`src/rtl/nested_interrupt_controller.sv`:
```
// nested_interrupt_controller
// Fixed-priority interrupt controller. It latches CHANNELS hardware requests
// and accepts one unlatched software request. Handlers nest preemptively, with
// a hardware stack of return PCs, up to NEST_DEPTH levels deep. Each event
// (vector entry or return) produces a single registered redirect pulse to the
// PC logic.
module nested_interrupt_controller #(
  parameter int CHANNELS      = 8,
  parameter int ADDR_WIDTH    = 16,
  parameter int NEST_DEPTH    = 4,
  parameter int VECTOR_BASE   = 16'h0008,
  parameter int VECTOR_STRIDE = 4
) (
  input  logic                               clk,
  input  logic                               rst,
  input  logic [CHANNELS-1:0]                hw_irq,
  input  logic                               sw_irq,
  input  logic [3:0]                         sw_index,
  input  logic                               mask_we,
  input  logic [CHANNELS-1:0]                mask_wdata,
  input  logic [ADDR_WIDTH-1:0]              next_pc,
  input  logic                               eret,
  input  logic                               stall,
  output logic                               take,
  output logic [ADDR_WIDTH-1:0]              target_pc,
  output logic [3:0]                         cause,
  output logic [CHANNELS-1:0]                pending,
  output logic [$clog2(NEST_DEPTH+1)-1:0]    depth,
  output logic                               err
);

  localparam int DW = $clog2(NEST_DEPTH + 1);
  localparam int IW = (NEST_DEPTH > 1) ? $clog2(NEST_DEPTH) : 1;
  // A level is either a channel index or CHANNELS, meaning "idle, anything may enter".
  localparam int LW = $clog2(CHANNELS + 1);

  typedef struct packed {
    logic [ADDR_WIDTH-1:0] pc;
    logic [LW-1:0]         lvl;
    logic [3:0]            cause;
  } frame_t;

  frame_t                stk [NEST_DEPTH];
  logic [CHANNELS-1:0]   mask;

  logic [IW-1:0]         top_idx;
  logic [IW-1:0]         push_idx;
  frame_t                top_frame;
  logic [LW-1:0]         cur_level;
  logic                  full;

  logic                  hw_hit;
  logic [3:0]            hw_idx;

  logic                  do_pop;
  logic                  do_push;
  frame_t                push_frame;
  logic                  set_err;
  logic [CHANNELS-1:0]   clr_vec;
  logic                  nxt_take;
  logic [ADDR_WIDTH-1:0] nxt_target;
  logic [3:0]            nxt_cause;

  function automatic logic [ADDR_WIDTH-1:0] vec(input logic [3:0] c);
    return ADDR_WIDTH'(VECTOR_BASE) + ADDR_WIDTH'(VECTOR_STRIDE) * ADDR_WIDTH'(c);
  endfunction

  assign top_idx   = IW'(depth - 1'b1);
  assign push_idx  = IW'(depth);
  assign top_frame = stk[top_idx];
  assign full      = (depth == DW'(NEST_DEPTH));

  // Current preemption level: that of the innermost handler, or CHANNELS when idle.
  always_comb begin
    cur_level = LW'(CHANNELS);
    if (depth != '0) cur_level = top_frame.lvl;
  end

  // Priority encoder: the lowest unmasked pending channel that strictly outranks the current level.
  always_comb begin
    hw_hit = 1'b0;
    hw_idx = '0;
    for (int i = CHANNELS - 1; i >= 0; i--) begin
      if (pending[i] && !mask[i] && (LW'(i) < cur_level)) begin
        hw_hit = 1'b1;
        hw_idx = 4'(i);
      end
    end
  end

  // Per-edge decision. A pop excludes any push. Otherwise errors fall through to lower-priority sources.
  always_comb begin
    do_pop     = 1'b0;
    do_push    = 1'b0;
    push_frame = '0;
    set_err    = 1'b0;
    clr_vec    = '0;
    nxt_take   = 1'b0;
    nxt_target = '0;
    nxt_cause  = '0;
    if (!stall) begin
      if (eret && (depth != '0)) begin
        do_pop     = 1'b1;
        nxt_take   = 1'b1;
        nxt_target = top_frame.pc;
        nxt_cause  = top_frame.cause;
      end else begin
        if (eret) set_err = 1'b1;
        if (sw_irq && !full) begin
          do_push    = 1'b1;
          push_frame = '{pc: next_pc, lvl: '0, cause: sw_index};
          nxt_take   = 1'b1;
          nxt_target = vec(sw_index);
          nxt_cause  = sw_index;
        end else begin
          if (sw_irq) set_err = 1'b1;
          // A full stack leaves the hardware request pending, and raises no error.
          if (hw_hit && !full) begin
            do_push    = 1'b1;
            push_frame = '{pc: next_pc, lvl: LW'(hw_idx), cause: hw_idx};
            clr_vec    = CHANNELS'(1) << hw_idx;
            nxt_take   = 1'b1;
            nxt_target = vec(hw_idx);
            nxt_cause  = hw_idx;
          end
        end
      end
    end
  end

  // Control state. Pending accumulates and mask writes apply even while stalled.
  always_ff @(posedge clk) begin
    if (rst) begin
      take      <= 1'b0;
      target_pc <= '0;
      cause     <= '0;
      pending   <= '0;
      mask      <= '0;
      depth     <= '0;
      err       <= 1'b0;
    end else begin
      pending   <= (pending & ~clr_vec) | hw_irq;
      if (mask_we) mask <= mask_wdata;
      if (set_err) err <= 1'b1;
      take      <= nxt_take;
      target_pc <= nxt_target;
      cause     <= nxt_cause;
      if (do_push)     depth <= depth + 1'b1;
      else if (do_pop) depth <= depth - 1'b1;
    end
  end

  // Stack storage. Entries above depth are don't-care, so the storage needs no reset.
  always_ff @(posedge clk) begin
    if (!rst && do_push) stk[push_idx] <= push_frame;
  end

endmodule

```
`config.mk`:
```
export PLATFORM = sky130hd
export DESIGN_NAME = nested_interrupt_controller
export DESIGN_NICKNAME = d
export VERILOG_FILES = /design/src/rtl/nested_interrupt_controller.sv
export SDC_FILE = /design/constraint.sdc
export NUM_CORES = 1
export LEC_CHECK = 0
export ABC_CLOCK_PERIOD_IN_PS = 5100
export CORE_UTILIZATION = 35
export DETAILED_ROUTE_END_ITERATION = 12
export HOLD_SLACK_MARGIN = 0.06
export PLACE_DENSITY = 0.59
export SYNTH_ARGS = -nofsm -noshare
export SYNTH_HDL_FRONTEND = slang
export SYNTH_SLANG_ARGS = --single-unit
```
`constraint.sdc`:
```
create_clock -name clk -period 5.1 [get_ports clk]
set_clock_uncertainty 0.1 [all_clocks]
set_input_delay 0.765 -clock clk [delete_from_list [all_inputs] [get_ports clk]]
set_output_delay 0.765 -clock clk [all_outputs]
set_load 0.1 [all_outputs]
```
Yosys cells after proc, flatten, opt, wreduce, memory -nomap -nowiden. Memory sizes are Yosys's and may differ from the RTL's. Cells that the tools add are included.

Bitwise operators: 3. Shifts and indexed selects: 1. Order comparisons: 8. Mux-type cells: 47. Add/subtract/negate cells: 4. Reduce and logical (&&, ||, !) cells: 33. Equal/unequal tests: 1.

Operators with widths (number): $mux W24 (4); $mux W4 (11); $mux W8 (4); $mux W1 (22); $logic_and A1 B1 Y1 (20); $lt A3 B4 Y1 const A (4); $mux W16 (1); $add A4 B6 Y7 const A (2); $mux W7 (2); $logic_not A1 Y1 (10); $mux W3 (3); $and A8 B8 Y8 (1); $lt A1 B4 Y1 const A (2); $lt A2 B4 Y1 const A (2); $not A8 Y8 (1); $or A8 B8 Y8 (1); $shl A1 B4 Y8 const A (1); $add A3 B1 Y3 const B (1); $eq A3 B3 Y1 const B (1); $reduce_bool A3 Y1 (1); $sub A3 B1 Y3 const B (1); $reduce_bool A2 Y1 (1); $reduce_or A2 Y1 (1).

Word-level logic and storage cells: 105. Input bits: 42. Output and inout bits: 33. Memories: 1. RAM bits: 96. Register bits: 41.

Memories: stk (depth 4, bits a word 24, rd ports 1, clocked after memory_dff 0, write ports 1, line 43) `frame_t stk [NEST_DEPTH];`.

Logic depth before layout (Yosys ltp). An unclocked memory read counts as a cell.

Depth after elaboration: 21. Depth in mapped cells: 13. Gate-level depth less buffers: 10.

Worst setup path before layout. Ideal clock, no wire load.

Kind: reg-to-reg. Start: register depth[0]. End: memory stk[1][0] (netlist bit) (enable). Arrival: 4.398 ns. Clock period less this slack: 4.880 ns. Cell stages (with the launch flop): 13. Library setup time: 0.382 ns. Buffers on the path: 3. Path slack: 0.220 ns. Data required time: 4.618 ns. Cells stage by stage: dfxtp_1 buf_6 buf_1 inv_1 ha_1 clkbuf_1 mux4_2 o21ai_2 a21oi_1 nor4_2 or2_2 nor2_1 and2_1.

Cells in the longest elaborated chain, start to end: 21. Elaborated cells on any way between the ends: 40. Those cells by class: 1 x add/sub; 8 x order compare; 1 x eq/ne; 15 x mux; 14 x reduce/logical; 1 x memory.

Ends and longest elaborated chain: start: declaration (line 28) `output logic [$clog2(NEST_DEPTH+1)-1:0] depth,`; start signal: assignment (line 148) `if (do_push) depth <= depth + 1'b1;`; start signal: assignment (line 149) `else if (do_pop) depth <= depth - 1'b1;`; $sub A3 B1 Y3; $mem_v2 Z4 W24; $mux W4 (line 76) `if (depth != '0) cur_level = top_frame.lvl;`; $lt A3 B4 Y1 (line 84) `if (pending[i] && !mask[i] && (LW'(i) < cur_level)) begin`; $logic_and A1 B1 Y1 (line 84); $mux W1 (8 in series) (line 84); $logic_and A1 B1 Y1 (line 118) `if (hw_hit && !full) begin`; $mux W1 (line 118); $mux W1 (line 109) `if (sw_irq && !full) begin`; $mux W1 (line 102) `if (eret && (depth != '0)) begin`; $mux W1 (line 101) `if (!stall) begin`; $logic_and A1 B1 Y1 (line 155) `if (!rst && do_push) stk[push_idx] <= push_frame;`; $mux W1 (line 155); $mux W1 (implied by the code) (line 155); end: declaration (line 43).

Several ways; a longest one is shown, not always the timed one.

Worst setup path after layout.
Start: register depth[1]. End: memory stk[2][21] (netlist bit) (enable).

Same word-level chain as after synthesis.

==> flow_metrics.tcl <==
set metrics [dict create \
    status "finished, final reports clean" \
    drc 0 \
    postCtsSetupBuffers 0 \
    cts_tree "built" \
    synth_compound_gate_area_share_pct 7.146 \
    hpwl_um 8037 \
    ios 75 \
    p_leak_nw 2.517 \
    clock-root-buffer "clkbuf_16" \
    antenna_found_initial 0 \
    grt_setup_unrepaired "false" \
    regArea_sq_um 3585 \
    fp.dieH_um 126.9 \
    power_density_nw_per_um2 514.1 \
    cts_hold_buf 0 \
    hp-class "flip-flop to flip-flop" \
    maxCapViolations 0 \
    internal_power_mw 2.444 \
    hold_slack_ns 0.4026 \
    share_comb_of_total_power_pct 28.2 \
    arrival_ns 3.70 \
    n_antenna_cell 0 \
    final-hold-violation-count 0 \
    syn_avg_cell_area_sq_um 14.41 \
    yosysMostFrequentCell "edfxtp_1" \
    crit_slowest_cell "ha_1" \
    clock_path_buffers 2 \
    cts_resized 0 \
    yosys-top-cells-area "edfxtp_1 51%, dfxtp_1 15%, mux4_2 9.5%, and2_1 2.6%, mux2i_1 1.8%" \
    ys_ff_latch 133 \
    p_sw_share_pct 32.66 \
    power_switching_mw 1.185 \
    synth_common_cells "92 x edfxtp_1, 41 x dfxtp_1, 26 x nor2_1, 23 x and2_1, 23 x mux4_2" \
    start_util_pct 35.93 \
    gr-usage-all-layers_pct 16.37 \
    coreArea_sq_um 15200 \
    crit_path_max_incr_delay_ns 0.53 \
    clk_latency_ns 0.42 \
    final_util_pct 46.43 \
    fin_tns_setup_ns 0 \
    fin_nets 512 \
    path_clk_slew_ns 0.06 \
    synth_top_family_by_area "simple AND/OR/NAND/NOR gates" \
    p_total_mw 3.629 \
    die_area_sq_um 16110 \
    synthXorXnorAreaFrac_pct 0.4810 \
    fin_crit_sh_pct 72.88 \
    power_frac_seq_pct 36.3 \
    multi_input_area_sq_um 1770 \
    synth.distinct_cells 49 \
    port-buffer-count 74 \
    drive_above_1_share_pct 14.92 \
    clock-sinks 133 \
    final_max_slew_viol_count 0 \
    drt_iter0_markers 138 \
    grt_pass1_vias 3423 \
    synth_mux_area_share_pct 11.31 \
    path_buf_inv 2 \
    final_cell_count_no_fill 664 \
    yosys.area_share.simple_pct 11.86 \
    path_delay_family "simple AND/OR/NAND/NOR gates" \
    drt_pre_antenna_iters 4 \
    yosys_warnings 0 \
    die-width_um 126.9 \
    min_period_ns 3.717 \
    grt_max_degree 28 \
    yosys.area.top_type "edfxtp_1" \
    vias_per_cell 5.062 \
    synth_adder_area_share_pct 1.603 \
    grt_overflow_total 0 \
    syn_nets 428 \
    fillers 1349 \
    crit_required_ns 5.08 \
    synth_top_area_share_pct 50.57 \
    syn2layout_area_growth_pct 29.20 \
    synth_area_sq_um 5463 \
    vias 3361 \
    clockPowerShare_pct 35.5 \
    final-setup-viol-count 0 \
    synth_edf_count 92 \
    path_class "flip-flop to flip-flop" \
    placed_cells 632 \
    syn-instance-count 379 \
    grt_pass1_wl_um 19040 \
    tightest_slew_ns 1.211 \
    core.rowCount 45 \
    seq_area_frac_synth_pct 65.60 \
    timing.critical_path.from_type "flip-flop" \
    ctsHtreeMaxLevel 4 \
    path_cells "inv_1 -> ha_1 -> mux4_2 -> o21ai_2 -> a21oi_1 -> nor4_2 -> or2_2 -> nor2_1 -> and2_1 -> buf_4" \
    ir_drop_mv 0.3816 \
    wl_per_cell_um 18.42 \
    postRouteWirelength_um 12230 \
    synth_ff_type "edfxtp_1" \
    synthArstFlopShare_pct 0 \
    gp_congestion 0.8285 \
    cts_buffers 17 \
    worstSetupEndpointType "flip-flop" \
    relSlewSlack_pct 18.94 \
    cp_max_fo 23 \
    ant_nets 0 \
    clock.fmax_mhz 269.0 \
]
==> cell families (layout without fill, tap and decap cells) <==
logic type                 count (synthesis)  in the layout
and+or+nand+nor                          117            117
buffers and inverters                     27            124
adders and majority gates                  7              7
muxes                                     33             33
xor gates and xnor gates                   3              3
AOI/OAI and AO/OA                         59             59
DFF                                      133            133
==> worst paths after layout <==
check | from | end | slack, ns | depth (start not counted)
worst max register to register | depth[1] | stk[2][21] | 1.38 | 10
worst min register to register | pending[1] | pending[1] | 0.40 | 2
worst max-delay path | depth[1] | stk[2][21] | 1.38 | 10
worst min-delay path | pending[1] | pending[1] | 0.40 | 2
==> layout make-up <==
| cell class | instances | share of cell area, % |
|---|---|---|
| clock inverters | 14 | 2.836 |
| repair buffers | 82 | 11.35 |
| flip-flops and latches | 133 | 50.79 |
| inverters | 10 | 0.5318 |
| multi-input cells | 219 | 25.08 |
| clock buffers | 18 | 6.080 |
| well taps | 188 | 3.333 |
==> per-stage QoR <==
stage	setup slack, ns	cell area (sq um)
after global placement	1.523	6429
final	1.383	7058
after CTS	1.361	7058
after detailed placement	1.395	6429
after floorplan	0.2203	5463
after global routing	1.097	7058
==> worst min-delay path: cells and delay by family, from the launching register on <==
family	cells	cell delay, ns
compound gates	2	0.13
flops	1	0.32
==> placed cells by master (no fill, tap or decap), types with 3 or more instances in the layout <==
cell,instances
or3_1,4
ha_1,7
a211oi_1,5
nor2_1,26
edfxtp_1,92
nand2b_1,7
mux2i_1,10
and2_1,23
nand4_1,3
inv_1,10
nor2b_1,10
nand3_1,7
or2_2,3
and3_1,13
mux4_2,23
dfxtp_1,40
a21oi_1,19
clkbuf_16,17
o21ai_0,12
buf_4,8
inv_6,3
clkdlybuf4s50_1,74
bufinv_16,4
nand2_1,12
==> power groups by stage <==
stage                     combinational, mW  sequential (mW)  clock [mW]
final                                  1.02             1.32        1.29
after global routing                   1.10             1.33        1.36
after CTS                              1.04             1.32        1.31
after detailed placement               1.03             1.34           0
after global placement                 1.02             1.34           0
after floorplan                       0.523             1.57           0
==> flip-flops by register name, summed over array words and instances (netlist names) <==
register	count
take	1
cause	4
pending	8
err	1
target_pc	16
mask	8
depth	3
stk	92
==> metal layers <==
layer	vias up	share of wire [%]	track usage (%)
met4	0	1.3	6.022
met5	-	0	0
met1	1639	47	20.58
li1	1608	-	-
met3	11	5.0	5.483
met2	103	47	26.28
(Power assumes the default switching activity.)
